$ cat src/rtl/id_ex_stage.sv
// id_ex_stage
//
// ID/EX pipeline register of the five-stage RV32I core. Carries one decoded
// instruction from decode into execute, detects load-use hazards and inserts
// a single bubble for them, kills the ID instruction on a taken branch/jump
// (flush), and freezes completely on a downstream memory stall. The latched
// register specifiers feed the forwarding unit, whose select/value outputs
// are merged here with the latched register-file data to form the final EX
// operands. Two saturating counters report bubbles and flushes.
//
// Ports:
//   clk, rst_n                  clock (rising edge), async active-low reset
//   id_valid, id_pc, id_rs0/1,  decoded instruction from the ID stage
//   id_rd, id_rdata0/1, id_imm,
//   id_alu_op, id_regwrite,
//   id_memread, id_memwrite,
//   id_branch
//   flush                       taken branch/jump resolved in EX
//   mem_stall                   downstream freeze, hold everything
//   fwd_sel0/1, fwd_reg0/1      forwarding unit selects and values
//   id_stall                    hold PC and IF/ID this cycle
//   ex_*                        registered instruction presented to EX
//   ex_op0, ex_op1              final EX operands after forwarding
//   bubble_cnt, flush_cnt       saturating performance counters

module id_ex_stage #(
  parameter int CNT_W = 16
) (
  input  logic             clk,
  input  logic             rst_n,
  input  logic             id_valid,
  input  logic [31:0]      id_pc,
  input  logic [4:0]       id_rs0,
  input  logic [4:0]       id_rs1,
  input  logic [4:0]       id_rd,
  input  logic [31:0]      id_rdata0,
  input  logic [31:0]      id_rdata1,
  input  logic [31:0]      id_imm,
  input  logic [3:0]       id_alu_op,
  input  logic             id_regwrite,
  input  logic             id_memread,
  input  logic             id_memwrite,
  input  logic             id_branch,
  input  logic             flush,
  input  logic             mem_stall,
  input  logic             fwd_sel0,
  input  logic             fwd_sel1,
  input  logic [31:0]      fwd_reg0,
  input  logic [31:0]      fwd_reg1,
  output logic             id_stall,
  output logic             ex_valid,
  output logic [31:0]      ex_pc,
  output logic [31:0]      ex_imm,
  output logic [4:0]       ex_rs0,
  output logic [4:0]       ex_rs1,
  output logic [4:0]       ex_rd,
  output logic [3:0]       ex_alu_op,
  output logic             ex_regwrite,
  output logic             ex_memread,
  output logic             ex_memwrite,
  output logic             ex_branch,
  output logic [31:0]      ex_op0,
  output logic [31:0]      ex_op1,
  output logic [CNT_W-1:0] bubble_cnt,
  output logic [CNT_W-1:0] flush_cnt
);

  logic        load_use;
  logic [31:0] rdata0_q;
  logic [31:0] rdata1_q;

  // A load in EX whose destination is read by the instruction in ID cannot
  // be forwarded in time; x0 is never a real dependency.
  always_comb begin
    load_use = id_valid & ex_valid & ex_memread & (ex_rd != 5'd0) &
               ((ex_rd == id_rs0) | (ex_rd == id_rs1));
    // A flush kills the consumer anyway, so there is nothing to hold.
    id_stall = mem_stall | (load_use & ~flush);
  end

  // Valid and control bits: cleared by both kinds of bubble, otherwise
  // captured already gated by id_valid so EX never sees stray enables.
  always_ff @(posedge clk or negedge rst_n) begin
    if (!rst_n) begin
      ex_valid    <= 1'b0;
      ex_regwrite <= 1'b0;
      ex_memread  <= 1'b0;
      ex_memwrite <= 1'b0;
      ex_branch   <= 1'b0;
    end else if (mem_stall) begin
      ex_valid    <= ex_valid;
    end else if (flush || load_use) begin
      ex_valid    <= 1'b0;
      ex_regwrite <= 1'b0;
      ex_memread  <= 1'b0;
      ex_memwrite <= 1'b0;
      ex_branch   <= 1'b0;
    end else begin
      ex_valid    <= id_valid;
      ex_regwrite <= id_regwrite & id_valid;
      ex_memread  <= id_memread  & id_valid;
      ex_memwrite <= id_memwrite & id_valid;
      ex_branch   <= id_branch   & id_valid;
    end
  end

  // Datapath fields only move on a normal capture; during bubbles they keep
  // their old (don't-care) contents to avoid needless toggling.
  always_ff @(posedge clk or negedge rst_n) begin
    if (!rst_n) begin
      ex_pc     <= '0;
      ex_imm    <= '0;
      ex_rs0    <= '0;
      ex_rs1    <= '0;
      ex_rd     <= '0;
      ex_alu_op <= '0;
      rdata0_q  <= '0;
      rdata1_q  <= '0;
    end else if (!mem_stall && !flush && !load_use) begin
      ex_pc     <= id_pc;
      ex_imm    <= id_imm;
      ex_rs0    <= id_rs0;
      ex_rs1    <= id_rs1;
      ex_rd     <= id_rd;
      ex_alu_op <= id_alu_op;
      rdata0_q  <= id_rdata0;
      rdata1_q  <= id_rdata1;
    end
  end

  // Saturating counters; a flush takes precedence over a coincident hazard
  // so only one of them counts per edge.
  always_ff @(posedge clk or negedge rst_n) begin
    if (!rst_n) begin
      bubble_cnt <= '0;
      flush_cnt  <= '0;
    end else if (!mem_stall) begin
      if (flush) begin
        if (flush_cnt != '1) flush_cnt <= flush_cnt + CNT_W'(1);
      end else if (load_use) begin
        if (bubble_cnt != '1) bubble_cnt <= bubble_cnt + CNT_W'(1);
      end
    end
  end

  // Final operands: forwarded value wins over the latched register data.
  always_comb begin
    ex_op0 = fwd_sel0 ? fwd_reg0 : rdata0_q;
    ex_op1 = fwd_sel1 ? fwd_reg1 : rdata1_q;
  end

endmodule

$ cat config.mk
export PLATFORM = sky130hd
export DESIGN_NAME = id_ex_stage
export DESIGN_NICKNAME = d
export VERILOG_FILES = /design/src/rtl/id_ex_stage.sv
export SDC_FILE = /design/constraint.sdc
export NUM_CORES = 1
export LEC_CHECK = 0
export BUFFER_PORTS_ARGS = -buffer_cell sky130_fd_sc_hd__buf_2
export CORE_AREA = 4 4 154 156
export CTS_CLUSTER_SIZE = 20
export DETAILED_ROUTE_END_ITERATION = 16
export DIE_AREA = 0 0 158 160
export PLACE_DENSITY_LB_ADDON = 0.25
export RECOVER_POWER = 25
export REMOVE_ABC_BUFFERS = 1
export SETUP_SLACK_MARGIN = 0.2
export SKIP_LAST_GASP = 1
export SLEW_MARGIN = 20
export SYNTH_ARGS = -nofsm -noshare
export SYNTH_HDL_FRONTEND = slang
export SYNTH_SLANG_ARGS = --single-unit
$ cat constraint.sdc
create_clock -name clk -period 2.8 [get_ports clk]
set_input_delay 0.14 -clock clk [delete_from_list [all_inputs] [get_ports clk]]
set_output_delay 0.14 -clock clk [all_outputs]
set_load 0.02 [all_outputs]
==> results of run 1 <==
worst reg2reg max path, stage by stage (launching register included):
cell and delay [ns]:
dfrtp_1 0.43, nor4_1 0.42, a21oi_1 0.26, a21oi_4 0.22, buf_12 0.23, buf_12 0.28
mux2_1 0.39
cell type report:
class | count | area, sq um
clock buffer | 18 | 429
tap | 285 | 357
fill | 1929 | 9830
sequential | 184 | 4600
clock inverter | 12 | 166
multi-input combinational | 343 | 3300
inverter | 3 | 11.3
timing repair buffer | 569 | 3660
sequential cells by signal, summed over array words and instances (netlist names), 4 cells and up:
| signal | count |
|---|---|
| rdata0_q | 32 |
| rdata1_q | 32 |
| ex_rs0 | 5 |
| ex_rs1 | 5 |
| flush_cnt | 16 |
| ex_pc | 32 |
| ex_alu_op | 4 |
| ex_rd | 5 |
| bubble_cnt | 16 |
| ex_imm | 32 |
power groups by stage:
stage / clock [uW] / combinational [uW] / sequential [uW]
after detailed placement: 0 / 1690 / 3310
after floorplan: 0 / 715 / 3540
after global routing: 2670 / 1960 / 3310
after CTS: 2560 / 1870 / 3260
after global placement: 0 / 1670 / 3300
final: 2470 / 1820 / 3260
stage by stage:
step           cell area [sq um]  std cells  utilization  hold WS (ns)
3_3_place_gp               10500       1232        0.468         0.212
2_1_floorplan               7910        530            -        -0.156
6_report                   12500       1414        0.560        0.0418
3_5_place_dp               10500       1232        0.468         0.227
4_1_cts                    12600       1414        0.563       0.00943
5_1_grt                    12500       1414        0.560        0.0175
worst paths after layout:
path | start | to | slack [ns] | cells after the start
setup / recovery | ex_rd[1]$_DFFE_PN0P_ | rdata1_q[22]$_DFFE_PN0P_ | 0.44 | 6
hold / removal | id_valid | ex_valid$_DFFE_PN0N_ | 0.04 | 2
setup reg to reg | ex_rd[1]$_DFFE_PN0P_ | rdata1_q[22]$_DFFE_PN0P_ | 0.44 | 6
hold reg to reg | rdata1_q[20]$_DFFE_PN0P_ | rdata1_q[20]$_DFFE_PN0P_ | 0.48 | 1
max in group asynchronous | rst_n | rdata0_q[20]$_DFFE_PN0P_ | 0.82 | 3
min in group asynchronous | rst_n | ex_imm[28]$_DFFE_PN0P_ | 0.80 | 2
routing by layer:
layer / global-route usage / vias to the layer above / wire [microns]
met5: 0 / - / 0
met4: 0.0527 / 0 / 494
met3: 0.0493 / 36 / 1650
met2: 0.343 / 245 / 13000
met1: 0.215 / 3195 / 9140
li1: - / 3121 / -
Yosys cell counts, types with 3 or more instances:
cell        n
a21oi_1     3
a32o_1      4
and3_1      8
and4_1      3
buf_1       6
buf_2       7
buf_4       9
clkbuf_1    4
dfrtp_1   184
inv_1       3
mux2_1     75
mux2_2    138
nand2_1    12
nand3_1    19
nand4_1    13
nor2_1      6
nor3_1      4
xnor2_1    34
xor2_1      5
logic make-up (layout without fill, tap and decap cells):
kind of cell,count (synthesis),after routing,synth area share
xor+xnor,39,39,0.0424
simple gates,74,74,0.0505
fa+ha+maj,2,2,0.00311
mux,213,213,0.298
buf+inv,29,602,0.0188
flops,184,184,0.572
compound gates,15,15,0.0155
==> metrics.md, run 1 <==
| Metric | Value |
|---|---|
| Status | `finished, violations left` |
| Failing checks | `max-capacitance violations, max-slew violations` |
| 1st-iter DRT viols | `between 200 and 250` |
| Worst-path clk slew | `0.07 ns` |
| Total wire length | `about 24000 microns` |
| Vias/cell | `4.67` |
| Leading area contributor after synthesis | `dfrtp_1` |
| Cells after Synth | `around 560` |
| Maximum VDD drop | `0.427 mV` |
| Switching power of the nets | `between 2000 and 2500 uW` |
| Layout cells sized above 1 | `0.484` |
| Synth top area cells | `dfrtp_1 (57%), mux2_2 (19%), mux2_1 (10%)` |
| Top FF cell, synth | `dfrtp_1` |
| Final-report max-slew violation count | `73` |
| I/O pin cnt | `407` |
| Global-route wire length before repair | `37600 microns` |
| Comb pwr share | `0.241` |
| Initial antenna violation count | `0` |
| CTS tree | `done` |
| Sw frac | `0.300` |
| Library cells used by synthesis | `35` |
| Syn Area/Cell | `between 10 and 15 sq um` |
| N_diodes | `0` |
| Startpoint Class | `flip-flop` |
| Worst slew pin tran | `1.93 ns` |
| CTS root buffer | `clkbuf_16` |
| CTS max path bufs | `2` |
| Tcrit/Tclk final | `0.842` |
| Setup TNS | `0 ns` |
| Clock skew | `0.0123 ns` |
| Commonest non-fill, non-tap cells in the layout | `buf_2 (363), dfrtp_1 (184), dlygate4sd3_1 (152)` |
| Worst Path Max Fanout | `41` |
| WP buf/inv | `2` |
| Maxcap violations | `1` |
| Row Count | `55` |
| Number of H-tree levels | `4` |
| Top-area cell type share of the netlist area | `0.572` |
| Most common cell after layout, fill and taps aside | `buf_2` |
| Tot GR Track Use | `0.188` |
| CP peak stage delay | `approximately 0.43 ns` |
| Drt pass-1 iters | `4` |
| Crit-path slowest cell | `dfrtp_1` |
| Min-delay worst type | `primary input to flip-flop` |
| Core box area | `approximately 22000 sq um` |
| DP Worst Slack | `0.448 ns` |
| Nets@finish | `1342` |
| Cts repair resizes | `0` |
| Part of the power in registers | `0.432` |
| Critical Path End Type | `flip-flop` |
| Starting density of the core | `0.360` |
| Port Buffers | `a little over 400` |
| Most used cell, CP | `buf_12` |
| Tot Pwr | `7550 uW` |
| Netlist Area Pre-Place | `8050 sq um` |
| Final HPWL DP | `between 15000 and 20000 microns` |
| Area growth syn-to-layout | `55.6%` |
| RSZ-0062 raised after global routing | `no` |
| DR WL/cell | `around 17 microns` |
| Die height | `160 microns` |
| Worst path top cell family by delay | `buffers and inverters` |
| GR Overflow Total | `0` |
| Final min period | `2.36 ns` |
| Clock power frac | `0.327` |
| Synth warn | `0` |
| Chip width | `158 microns` |
| Seq/Total Area, Yosys | `0.572` |
| #FFs+latches synth | `~180` |
| Final Hold Fails | `0` |
| Final setup fails | `0` |
| Hold buffer count at cts | `152` |
| Setup bufs post-CTS | `0` |
| Async SR Flop Fraction | `1.00` |
| Pwr Density | `603 nW/um^2` |
| Fmax | `424 MHz` |
| Die area | `between 20000 and 30000 sq um` |
| Clk_lat worst skew | `0.41 ns` |
| Worst Slack Setup Final | `0.443 ns` |
| EDFF count, synth | `0` |
| Critical path cell sequence | `nor4_1, a21oi_1, a21oi_4, buf_12, buf_12, mux2_1` |
| Worst Path Arrival | `2.65 ns` |
| CTS sink cnt | `approximately 180` |
| Num CTS Buffers | `17` |
| Post-route antenna net violation count | `0` |
| Number of global-route vias before repair | `7073` |
| Leak Pwr | `0.00586 uW` |
| Slew Limit Headroom | `-0.288` |
| Residual DRC count | `0` |
| Vias | `6597` |
| Pin count of the biggest net entering global routing | `75` |
| Critical Path RT | `3.09 ns` |
| Critical path type | `flip-flop to flip-flop` |
| P_int | `5290 uW` |
| RePlAce Congestion | `0.792` |
Note: power is estimated with default switching activity, not from simulation.
==> run 2: changes to the inputs <==
CORE_AREA = 4 4 157 159   (was 4 4 154 156)
DIE_AREA = 0 0 161 163   (was 0 0 158 160)
clock period = 2.15 ns   (was 2.8 ns; I/O delays follow)
==> run 2 against run 1 <==
The flow now finishes without violations. Sequential power increased by 31%. Global-route usage is 0.083 points lower. Clock power rose by 26%. Routed wire length is 3.9% higher. Die area grew 3.8%. Combinational power up 43%. Critical path type unchanged.
==> metrics.md, run 2 (same netlist as run 1, synthesis figures left out) <==
| Metric | Value |
|---|---|
| Maxcap violations | `0 (was 1)` |
| Number of global-route vias before repair | `7482 (was 7073)` |
| Startpoint Class | `flip-flop (unchanged)` |
| DR WL/cell | `17.0 microns (was 17.2 microns)` |
| Multi-input logic area | `3480 sq um (was 3300 sq um)` |
| Critical Path RT | `2.45 ns (was 3.09 ns)` |
| Setup TNS | `0 ns (unchanged)` |
| Worst Setup SP | `ex_rd[2]$_DFFE_PN0P_ (was ex_rd[1]$_DFFE_PN0P_)` |
| CTS tree | `done (unchanged)` |
| Worst slew pin tran | `0.979 ns (was 1.93 ns)` |
| Starting density of the core | `0.346 (was 0.360)` |
| Clock power frac | `0.312 (was 0.327)` |
| Layout cells sized above 1 | `0.566 (was 0.484)` |
| Final Hold Fails | `0 (unchanged)` |
| P_int | `6900 uW (was 5290 uW)` |
| Clock skew | `0.0162 ns (was 0.0123 ns)` |
| RSZ-0062 raised after global routing | `yes (was no)` |
| CTS max path bufs | `2 (unchanged)` |
| Worst-path clk slew | `0.07 ns (about the same)` |
| CTS sink cnt | `184 (unchanged)` |
| Final instance area | `13200 sq um (was 12500 sq um)` |
| Crit path capture | `rdata0_q[19]$_DFFE_PN0P_ (was rdata1_q[22]$_DFFE_PN0P_)` |
| Pwr Density | `756 nW/um^2 (was 603 nW/um^2)` |
| DP Worst Slack | `-0.00353 ns (was 0.448 ns)` |
| Num CTS Buffers | `17 (unchanged)` |
| I/O pin cnt | `407 (unchanged)` |
| Worst Path Max Fanout | `16 (was 41)` |
| GR Overflow Total | `0 (unchanged)` |
| Reg2reg start | `ex_rd[2]$_DFFE_PN0P_ (was ex_rd[1]$_DFFE_PN0P_)` |
| Residual DRC count | `0 (unchanged)` |
| Tcrit/Tclk final | `0.968 (was 0.842)` |
| Min-delay worst type | `primary input to flip-flop (unchanged)` |
| Initial antenna violation count | `1 (was 0)` |
| Final-report max-slew violation count | `0 (was 73)` |
| Row Count | `56 (was 55)` |
| Seq. cell area | `4610 sq um (was 4600 sq um)` |
| Clk_lat worst skew | `0.43 ns (was 0.41 ns)` |
| Critical path type | `flip-flop to flip-flop (unchanged)` |
| Vias | `6784 (was 6597)` |
| Comb pwr share | `0.261 (was 0.241)` |
| Chip width | `161 microns (was 158 microns)` |
| Global-route wire length before repair | `39600 microns (was 37600 microns)` |
| Commonest non-fill, non-tap cells in the layout | `buf_2 (404), dfrtp_1 (181), dlygate4sd3_1 (153) (was buf_2 (363), dfrtp_1 (184), dlygate4sd3_1 (152))` |
| Core box area | `23300 sq um (was 22400 sq um)` |
| N_diodes | `0 (unchanged)` |
| Nets@finish | `1371 (was 1342)` |
| Final setup fails | `0 (unchanged)` |
| Worst Slack Setup Final | `0.0691 ns (was 0.443 ns)` |
| Sw frac | `0.309 (was 0.300)` |
| Maximum VDD drop | `0.518 mV (was 0.427 mV)` |
| Slew Limit Headroom | `0.347 (was -0.288)` |
| RePlAce Congestion | `0.807 (was 0.792)` |
| Die height | `163 microns (was 160 microns)` |
| Worst R2R End | `rdata0_q[19]$_DFFE_PN0P_ (was rdata1_q[22]$_DFFE_PN0P_)` |
| Vias/cell | `4.59 (was 4.67)` |
| Part of the power in registers | `0.427 (was 0.432)` |
| Most common cell after layout, fill and taps aside | `buf_2 (unchanged)` |
| Pin count of the biggest net entering global routing | `72 (was 75)` |
| # fillers | `1936 (was 1929)` |
| Leak Pwr | `0.00632 uW (was 0.00586 uW)` |
| Final min period | `2.08 ns (was 2.36 ns)` |
| Total wire length | `25200 microns (was 24300 microns)` |
| Area growth syn-to-layout | `64.0% (was 55.6%)` |
| 1st-iter DRT viols | `197 (was 216)` |
| Final Util | `0.568 (was 0.560)` |
| Fmax | `481 MHz (was 424 MHz)` |
| CTS root buffer | `clkbuf_16 (unchanged)` |
| Tot GR Track Use | `0.187 (was 0.188)` |
| Critical Path End Type | `flip-flop (unchanged)` |
| Final HPWL DP | `17600 microns (was 17800 microns)` |
| Reg2Reg Setup Slack | `0.07 ns (was 0.44 ns)` |
| Number of H-tree levels | `4 (unchanged)` |
| Switching power of the nets | `3080 uW (was 2260 uW)` |
| Worst R2R Path Depth | `10 (was 6)` |
| Status | `finished, final reports clean (was finished, violations left)` |
| Port Buffers | `406 (unchanged)` |
| Drt pass-1 iters | `5 (was 4)` |
| Worst Path Arrival | `2.38 ns (was 2.65 ns)` |
| Die area | `26200 sq um (was 25300 sq um)` |
| Post-placement cell area | `10700 sq um (was 10500 sq um)` |
| Post-route antenna net violation count | `0 (unchanged)` |
==> run 2: cell count changes in the layout (fill, tap and decap cells not counted), moves of 6 or more <==
cell	change
clkbuf_1	-42
buf_2	+41
mux2_4	+25
mux2_1	-25
buf_4	+11
buf_12	+6
==> run 2: worst max-delay path: stages, from the launching register on <==
cell	delay [ns]
dfrtp_1	0.40
buf_6	0.14
xnor2_2	0.14
nand2_1	0.09
o22ai_2	0.21
buf_4	0.15
a21oi_4	0.06
buf_4	0.14
buf_12	0.14
buf_12	0.15
mux2_1	0.32
==> run 2: area by class of cell <==
class / count / area share
Timing Repair Buffer: 598 / 0.312
Inverter: 3 / 0.000853
Sequential cell: 184 / 0.349
Clock buffer: 19 / 0.0335
Multi-Input combinational cell: 343 / 0.264
Clock inverter: 13 / 0.0103
Tap cell: 319 / 0.0302
==> run 2: metrics by stage <==
step                cells  hold slack [ns]  total power [uW]
detailed placement   1278           0.0390              6550
global placement     1278           0.0389              6510
floorplan             530           -0.188              5540
global route         1479           0.0575             10500
finish               1479           0.0618              9980
CTS                  1476           0.0462             10000
==> run 2: layer usage <==
layer | wire [microns] | track usage
met3 | 1820 | 0.0567
met4 | 561 | 0.0609
met5 | 20 | 0
met1 | 9750 | 0.210
met2 | 13100 | 0.341
==> run 2: worst min path at each step <==
stage | startpoint | end | slack, ns | cells past startpoint
finish | mem_stall | ex_memwrite$_DFFE_PN0N_ | 0.06 | 2
CTS | mem_stall | ex_memwrite$_DFFE_PN0N_ | 0.05 | 2
floorplan | rst_n | bubble_cnt[0]$_DFFE_PN0P_ | -0.19 | 0
global placement | rst_n | rdata1_q[22]$_DFFE_PN0P_ | 0.04 | 1
detailed placement | rst_n | rdata1_q[7]$_DFFE_PN0P_ | 0.04 | 1
global route | mem_stall | ex_memwrite$_DFFE_PN0N_ | 0.06 | 2
==> run 2: power groups by stage <==
| stage | Combinational (uW) | Sequential, uW | Clock [uW] |
|---|---|---|---|
| after global routing | 2790 | 4330 | 3360 |
| final | 2600 | 4270 | 3110 |
| after detailed placement | 2240 | 4310 | 0 |
| after global placement | 2210 | 4290 | 0 |
| after floorplan | 931 | 4600 | 0 |
| after CTS | 2540 | 4250 | 3200 |
==> run 2: repair_timing <==
action | 4_1_cts | 5_1_grt
endpoints found under the hold margin | 249 | 0
pin swaps | 1 | 7
hold buffers | 153 | 0
resized for setup | 24 | 31
setup buffers | 11 | 1
endpoints found under the setup margin | 150 | 156
gates cloned | 2 | 2
